## src/rtl/conv_serializer.sv

```systemverilog
// rtl/conv_serializer.sv - word FIFO feeding a start/data/stop serial framer; optional parity via CONV_SERIALIZER_PARITY_EN
module conv_serializer #(
    parameter int COUNT_OF_BITS = 4,
    parameter int FIFO_DEPTH    = 4
) (
    input  logic                           clk,
    input  logic                           rst,
    input  logic [COUNT_OF_BITS-1:0]       in_data,
    input  logic                           in_valid,
    output logic                           in_ready,
    input  logic                           bit_en,
    output logic                           ser_out,
    output logic                           ser_busy,
    output logic [$clog2(FIFO_DEPTH):0]    fifo_count,
    output logic                           overflow
);

    localparam int PW = $clog2(FIFO_DEPTH);
    localparam int CW = PW + 1;
    localparam int IW = (COUNT_OF_BITS > 1) ? $clog2(COUNT_OF_BITS) : 1;
    localparam logic [CW-1:0] DEPTH_C  = CW'(FIFO_DEPTH);
    localparam logic [IW-1:0] LAST_IDX = IW'(COUNT_OF_BITS - 1);

    localparam logic [2:0] S_IDLE   = 3'd0;
    localparam logic [2:0] S_START  = 3'd1;
    localparam logic [2:0] S_DATA   = 3'd2;
    localparam logic [2:0] S_STOP   = 3'd3;
`ifdef CONV_SERIALIZER_PARITY_EN
    localparam logic [2:0] S_PARITY = 3'd4;
`endif

    logic [COUNT_OF_BITS-1:0] mem [FIFO_DEPTH];
    logic [PW-1:0]            wr_ptr;
    logic [PW-1:0]            rd_ptr;
    logic [2:0]               state;
    logic [COUNT_OF_BITS-1:0] shreg;
    logic [IW-1:0]            idx;
    logic                     push;
    logic                     pop;

    assign in_ready = !rst && (fifo_count < DEPTH_C);
    assign push     = in_valid && in_ready;
    // A word can only leave when the framer is ready to start a new frame.
    assign pop      = bit_en && (fifo_count != '0) && (state == S_IDLE || state == S_STOP);

    always_ff @(posedge clk) begin
        if (push) begin
            mem[wr_ptr] <= in_data;
        end
    end

    always_ff @(posedge clk) begin
        if (rst) begin
            state      <= S_IDLE;
            shreg      <= '0;
            idx        <= '0;
            ser_out    <= 1'b1;
            ser_busy   <= 1'b0;
            fifo_count <= '0;
            wr_ptr     <= '0;
            rd_ptr     <= '0;
            overflow   <= 1'b0;
        end else begin
            if (push) begin
                wr_ptr <= wr_ptr + PW'(1);
            end
            if (pop) begin
                rd_ptr <= rd_ptr + PW'(1);
                shreg  <= mem[rd_ptr];
            end
            case ({push, pop})
                2'b10:   fifo_count <= fifo_count + CW'(1);
                2'b01:   fifo_count <= fifo_count - CW'(1);
                default: fifo_count <= fifo_count;
            endcase
            if (in_valid && !in_ready) begin
                overflow <= 1'b1;
            end

            // Line outputs lag the state by one cycle so each bit appears after its bit_en strobe.
            ser_busy <= (state != S_IDLE);
            case (state)
                S_START:  ser_out <= 1'b0;
                S_DATA:   ser_out <= shreg[LAST_IDX - idx];
`ifdef CONV_SERIALIZER_PARITY_EN
                S_PARITY: ser_out <= ^shreg;
`endif
                default:  ser_out <= 1'b1;
            endcase

            if (bit_en) begin
                case (state)
                    S_IDLE: begin
                        if (pop) begin
                            state <= S_START;
                        end
                    end
                    S_START: begin
                        state <= S_DATA;
                        idx   <= '0;
                    end
                    S_DATA: begin
                        if (idx == LAST_IDX) begin
                            idx <= '0;
`ifdef CONV_SERIALIZER_PARITY_EN
                            state <= S_PARITY;
`else
                            state <= S_STOP;
`endif
                        end else begin
                            idx <= idx + IW'(1);
                        end
                    end
`ifdef CONV_SERIALIZER_PARITY_EN
                    S_PARITY: state <= S_STOP;
`endif
                    S_STOP: state <= pop ? S_START : S_IDLE;
                    default: state <= S_IDLE;
                endcase
            end
        end
    end

endmodule

```

## config.mk

```make
export PLATFORM = sky130hd
export DESIGN_NAME = conv_serializer
export DESIGN_NICKNAME = d
export VERILOG_FILES = /design/src/rtl/conv_serializer.sv
export SDC_FILE = /design/constraint.sdc
export NUM_CORES = 1
export LEC_CHECK = 0
export BUFFER_PORTS_ARGS = -buffer_cell sky130_fd_sc_hd__buf_2
export CAP_MARGIN = 20
export CORE_MARGIN = 2
export CORE_UTILIZATION = 45
export DETAILED_ROUTE_END_ITERATION = 7
export PLACE_DENSITY_LB_ADDON = 0.25
export RECOVER_POWER = 100
export SYNTH_ARGS = -nofsm -noshare
export SYNTH_HDL_FRONTEND = slang
export SYNTH_SLANG_ARGS = --single-unit
```

## constraint.sdc

```tcl
create_clock -name clk -period 4.3 [get_ports clk]
set_input_delay 0.645 -clock clk [delete_from_list [all_inputs] [get_ports clk]]
set_output_delay 0.645 -clock clk [all_outputs]
set_load 0.02 [all_outputs]
```

; ---- Word-level counts from Yosys, hierarchy flattened
; Memories as Yosys holds them, arrays and structs flattened. A register that Yosys moved wholly into a read port is not among the register bits.
; Index checks and enable logic that the tools add are counted.
; W data, S select, Z words.
[word_totals]
regBits = 15
ramBits = 16
in_bits = 8
output_inout_bits = 7
elab_cells = 52
memories = 1
[mem_list]
columns = memory, words, word_bits, rd, rd_clocked_by_memory_dff, wr, line_no
row1 = mem, 4, 4, 1, 1, 1, 32  ; logic [COUNT_OF_BITS-1:0] mem [FIFO_DEPTH];
[op_classes]
addsub = 6
n_lt_le_gt_ge = 2
n_eq_ne = 8
mux = 12
reduce_logical = 15
[op_table]
columns = op, count
row1 = $pmux W3 S4, 1
row2 = $add A2 B1 Y2 const B, 3
row3 = $eq A3 B2 Y1 const B, 2
row4 = $mux W3, 2
row5 = $pmux W3 S2, 1
row6 = $reduce_bool A3 Y1, 2
row7 = $logic_and A1 B1 Y1, 5
row8 = $eq A2 B2 Y1 const B, 2
row9 = $mux W1, 4
row10 = $ne A2 B2 Y1 const B, 2
row11 = $pmux W2 S2, 1
row12 = $reduce_bool A2 Y1, 2
row13 = $add A3 B1 Y3 const B, 1
row14 = $eq A3 B1 Y1 const B, 1
row15 = $logic_not A3 Y1, 1
row16 = $lt A2 B3 Y1 const B, 1
row17 = $lt A3 B3 Y1 const B, 1
row18 = $reduce_and A3 Y1, 1
row19 = $sub A3 B1 Y3 const B, 1
row20 = $bmux W1 S2, 1
row21 = $eq A2 B1 Y1 const B, 1
row22 = $logic_not A1 Y1, 2
row23 = $mux W2, 1
row24 = $pmux W1 S2, 1
row25 = other kinds (3), 3

; ---- Logic depth before layout (Yosys ltp)
[depth]
depth_word = 5
mapped_depth = 10
mapped_depth_nobuf = 10

; ---- Least setup slack after synthesis
; No wires, ideal clock.
[synth_path]
kind = register to register
from = register state[0]
to = register fifo_count[2]
setup_time_ps = 71
arrival_ps = 2248
required_time_ps = 4229
setup_slack_ps = 1981
path_stages_with_launch = 11
n_path_buf = 0
period_less_slack_ps = 2319
cell_sequence = dfxtp_1 inv_1 ha_1 nand2b_1 nor2_1 ha_1 inv_1 fa_1 xor2_1 or3_1 a21oi_1
[synth_between]
elab_chain_cells = 5
word_cells_on_any_way = 8
cone_classes = 3 x eq/ne / 1 x mux / 4 x reduce/logical
[synth_rtl]
columns = item, line_no
row1 = from (decl), 35  ; logic [2:0] state;
row2 = from (signal assigned), 117  ; S_STOP: state <= pop ? S_START : S_IDLE;
row3 = $eq A3 B2 Y1 or $logic_not A3 Y1 (tied branches), 44  ; assign pop = bit_en && (fifo_count != '0) && (state == S_IDLE || state == S_STOP);
row4 = $logic_or A1 B1 Y1 (*), 44
row5 = $logic_and A1 B1 Y1 (*), 44
row6 = via pop, 39  ; logic pop;
row7 = $eq A2 B1 Y1 or $eq A2 B2 Y1 (tied branches), 71  ; case ({push, pop})
row8 = $pmux W3 S2 or $reduce_bool A2 Y1 (tied branches), -
row9 = to (signal assigned), 72  ; 2'b10: fifo_count <= fifo_count + CW'(1);
row10 = to (signal assigned), 73  ; 2'b01: fifo_count <= fifo_count - CW'(1);
row11 = to (signal assigned), 74  ; default: fifo_count <= fifo_count;
row12 = to (decl), 14  ; output logic [$clog2(FIFO_DEPTH):0] fifo_count,
; Mark *: on every way through the listed nets, which the timed path passes. The rest lies on a longest branch.
; A chain may end at the register's enable or synchronous reset.

; ---- Final worst setup path
[layout_path]
from = input rst
to = register fifo_count[2]
[layout_between]
elab_chain_cells = 5
word_cells_on_any_way = 7
cone_classes = 2 x eq/ne / 1 x mux / 4 x reduce/logical
[layout_rtl]
columns = item, line_no
row1 = from (decl), 7  ; input logic rst,
row2 = $logic_not A1 Y1, 41  ; assign in_ready = !rst && (fifo_count < DEPTH_C);
row3 = $logic_and A1 B1 Y1, 41
row4 = $logic_and A1 B1 Y1, 42  ; assign push = in_valid && in_ready;
row5 = $eq A2 B1 Y1 or $eq A2 B2 Y1 (tied branches), 71
row6 = $pmux W3 S2 or $reduce_bool A2 Y1 (tied branches), -
; Several ways; a longest one is shown, not always the timed one.

==> impl_metrics.csv <==
group,metric,value,unit
routing,route.detailed.drc,0,
setup_path,path_max_fanout,20,
timing,tns,0,ns
global_routing,track_usage,15.3,%
routing,wl_met3,94,microns
synth,synth_nets,146,
power,power.leakage,0.599,nW
die,start_util,46.5,%
timing,setup_viol,0,
timing,finalHoldViolations,0,
synth,ys_warn_count,0,
timing,layout_setup_ws,1.65,ns
clock_tree,cts_resized,0,
timing,rsz0062_at_grt,"false",
routing,met1Wirelength,1080,microns
die,rows,21,
routing,antenna_left,0,
synth,synth.most_common_cell,"dfxtp_1",
die,dieHeight,62.2,microns
routing,wl_per_cell,12.7,microns
clock_tree,cts_buffer_depth,2,
synth,ys.flop_type,"dfxtp_1",
setup_path,crit_type,"input port to register",
placement,dp.cells,183,
placement,gp_congestion,0.780,
synth,ys_types,32,
timing,fin_skew,0.00843,ns
synth,synth_top_family_by_area,"simple AND/OR/NAND/NOR gates",
synth,synth_adder_area_share,9.51,%
final_layout,fin_cells,191,
clock_tree,cts_tree,"yes",
final_layout,final_nets,163,
routing,avgViaCountPerCell,4.98,
power,peakVddDrop,0.197,mV
clock_tree,cts_root_buf,"clkbuf_4",
synth,synth_compound_area_share,9.18,%
timing,fin_crit_sh,61.5,%
clock_tree,cts_buffers,5,
final_layout,antenna_cells,0,
placement,io_buffer_count,14,
clock_tree,cts.sinks,34,
timing,timing.fmax,0.378,GHz
timing,finalCriticalPeriod,2.65,ns
min_path,min_path_type,"register to register",
routing,wirelength,2430,microns
clock_tree,cts_max_level,2,
placement,post-place-ws,1.80,ns
die,design.die.area,3870,sq um
timing,relSlewSlack,42.6,%
setup_path,end_kind,"register",
power,total_power,998,uW
synth,yosys.area_share.simple,12.2,%
clock_tree,clk_pin_slew,0.11,ns
global_routing,grt_pass1_wl,4440,microns
placement,hpwl,1720,microns
final_layout,design_area,1710,sq um
synth,avgSynthCellArea,12.0,sq um
routing,first_pass_iters,4,
clock_tree,clock_latency,0.34,ns
die,die_w,62.2,microns
setup_path,arrival,2.92,ns
routing,wl_met2,1190,microns
final_layout,areaGrowthSynthToFinish,12.1,%
synth,synthArstFlopShare,0,%
synth,synth-seq-cells,34,
placement,placed_cell_area,1630,sq um
global_routing,grt.overflow.total,0,
die,ios,15,
synth,synthXorXnorAreaFrac,1.72,%
routing,first_iter_violations,34,
status,status,"finished clean",
synth,netlist_top_cells_count,"18 x dfxtp_1, 16 x edfxtp_1, 11 x inv_1",
final_layout,drive_above_1_share,11.0,%
synth,synth.top_cell.area_share,31.5,%
synth,post-synth-top-area-cell,"edfxtp_1",
setup_path,worstPathRequired,4.57,ns
synth,netlist_area,1530,sq um
routing,dr.max_layer_used,"met4",
flow_run,maxCapViolCount,0,
setup_path,startpoint_type,"input port",
global_routing,antenna_found_initial,0,
global_routing,grt_max_degree,21,
synth,synthCells,127,
clock_tree,cts_hold_buf,0,
power,power_density,583,nW/um^2
timing,worst_pin_slew,0.861,ns
synth,synth_area_leaders,"edfxtp_1 31%, dfxtp_1 24%, ha_1 8.2%, mux4_2 7.4%, a21oi_1 3.3%",
synth,synth_mux_area_share,8.03,%
die,core,3280,sq um
routing,vias,952,
global_routing,grt_pass1_vias,938,
synth,ys_seq_area_share,55.1,%
timing,drv_slew,0,
clock_tree,cts_setup_buffers,0,
synth,synth-edff-count,16,
[logic make-up after synthesis]
kind of cell,Yosys count
and+or+nand+nor,36
DFF,34
AOI/OAI and AO/OA,22
buffers and inverters,15
adders and majority gates,11
muxes,6
xor gates and xnor gates,3
[routing by layer]
| layer | global-route usage, % | vias to the layer above |
|---|---|---|
| met1 | 18.0 | 447 |
| li1 | - | 486 |
| met5 | 0 | - |
| met4 | 8.33 | 0 |
| met2 | 24.5 | 13 |
| met3 | 5.43 | 6 |
[layout make-up]
type	count	area [sq um]
Multi-Input combinational cell	78	611
Clock inverter	3	68.8
Fill cell	292	1570
Tap cell	46	57.6
Clock buffer	5	37.5
Timing Repair Buffer	14	55.1
Sequential cell	34	841
Inverter	11	41.3
[flip-flops by register name, summed over array words and instances, names as in the netlist]
register    flops
fifo_count      3
shreg           4
state           2
ser_out         1
overflow        1
ser_busy        1
mem            16
rd_ptr          2
wr_ptr          2
idx             2
[path summary, 6_finish.rpt]
check | start | to | slack (ns) | depth (start not counted)
max | rst | fifo_count[2] | 1.65 | 9
min reg2reg | shreg[0] | shreg[0] | 0.48 | 2
max reg2reg | state[1] | fifo_count[2] | 1.76 | 10
min | shreg[0] | shreg[0] | 0.48 | 2
[where the power goes]
| part | internal, mW | switching, mW |
|---|---|---|
| logic | 0.110 | 0.166 |
| clock network | 0.182 | 0.112 |
| registers | 0.386 | 0.0415 |
[critical path: stages]
cell	delay (ns)
clkbuf_1	0.63
nor3b_1	0.28
inv_1	0.12
ha_1	0.18
inv_1	0.06
fa_1	0.37
xor2_1	0.18
or3_1	0.31
a21oi_1	0.14
[layout by cell type, fill, tap and decap left out, types with 2 or more instances in the layout]
cell,synthesis,layout
o21ai_0,6,6
nand2_1,7,7
ha_1,10,10
o211ai_1,1,2
clkbuf_1,1,12
nand3_1,5,5
a21oi_1,10,10
inv_1,11,11
and2_0,0,4
edfxtp_1,16,16
clkbuf_4,0,5
nor3b_1,1,2
nand2b_1,2,2
bufinv_16,0,2
or3_1,4,4
dfxtp_1,18,18
buf_2,1,2
nor2_1,9,9
mux4_2,5,5
xor2_1,2,2
[stage by stage]
| step | util, % | hold slack [ns] |
|---|---|---|
| 5_1_grt | 52.1 | 0.520 |
| 3_5_place_dp | 49.6 | 0.467 |
| 4_1_cts | 52.9 | 0.482 |
| 3_3_place_gp | 49.6 | 0.444 |
| 6_report | 52.1 | 0.480 |
| 2_1_floorplan | - | 0.451 |
Power figures use the tool's default switching activity.
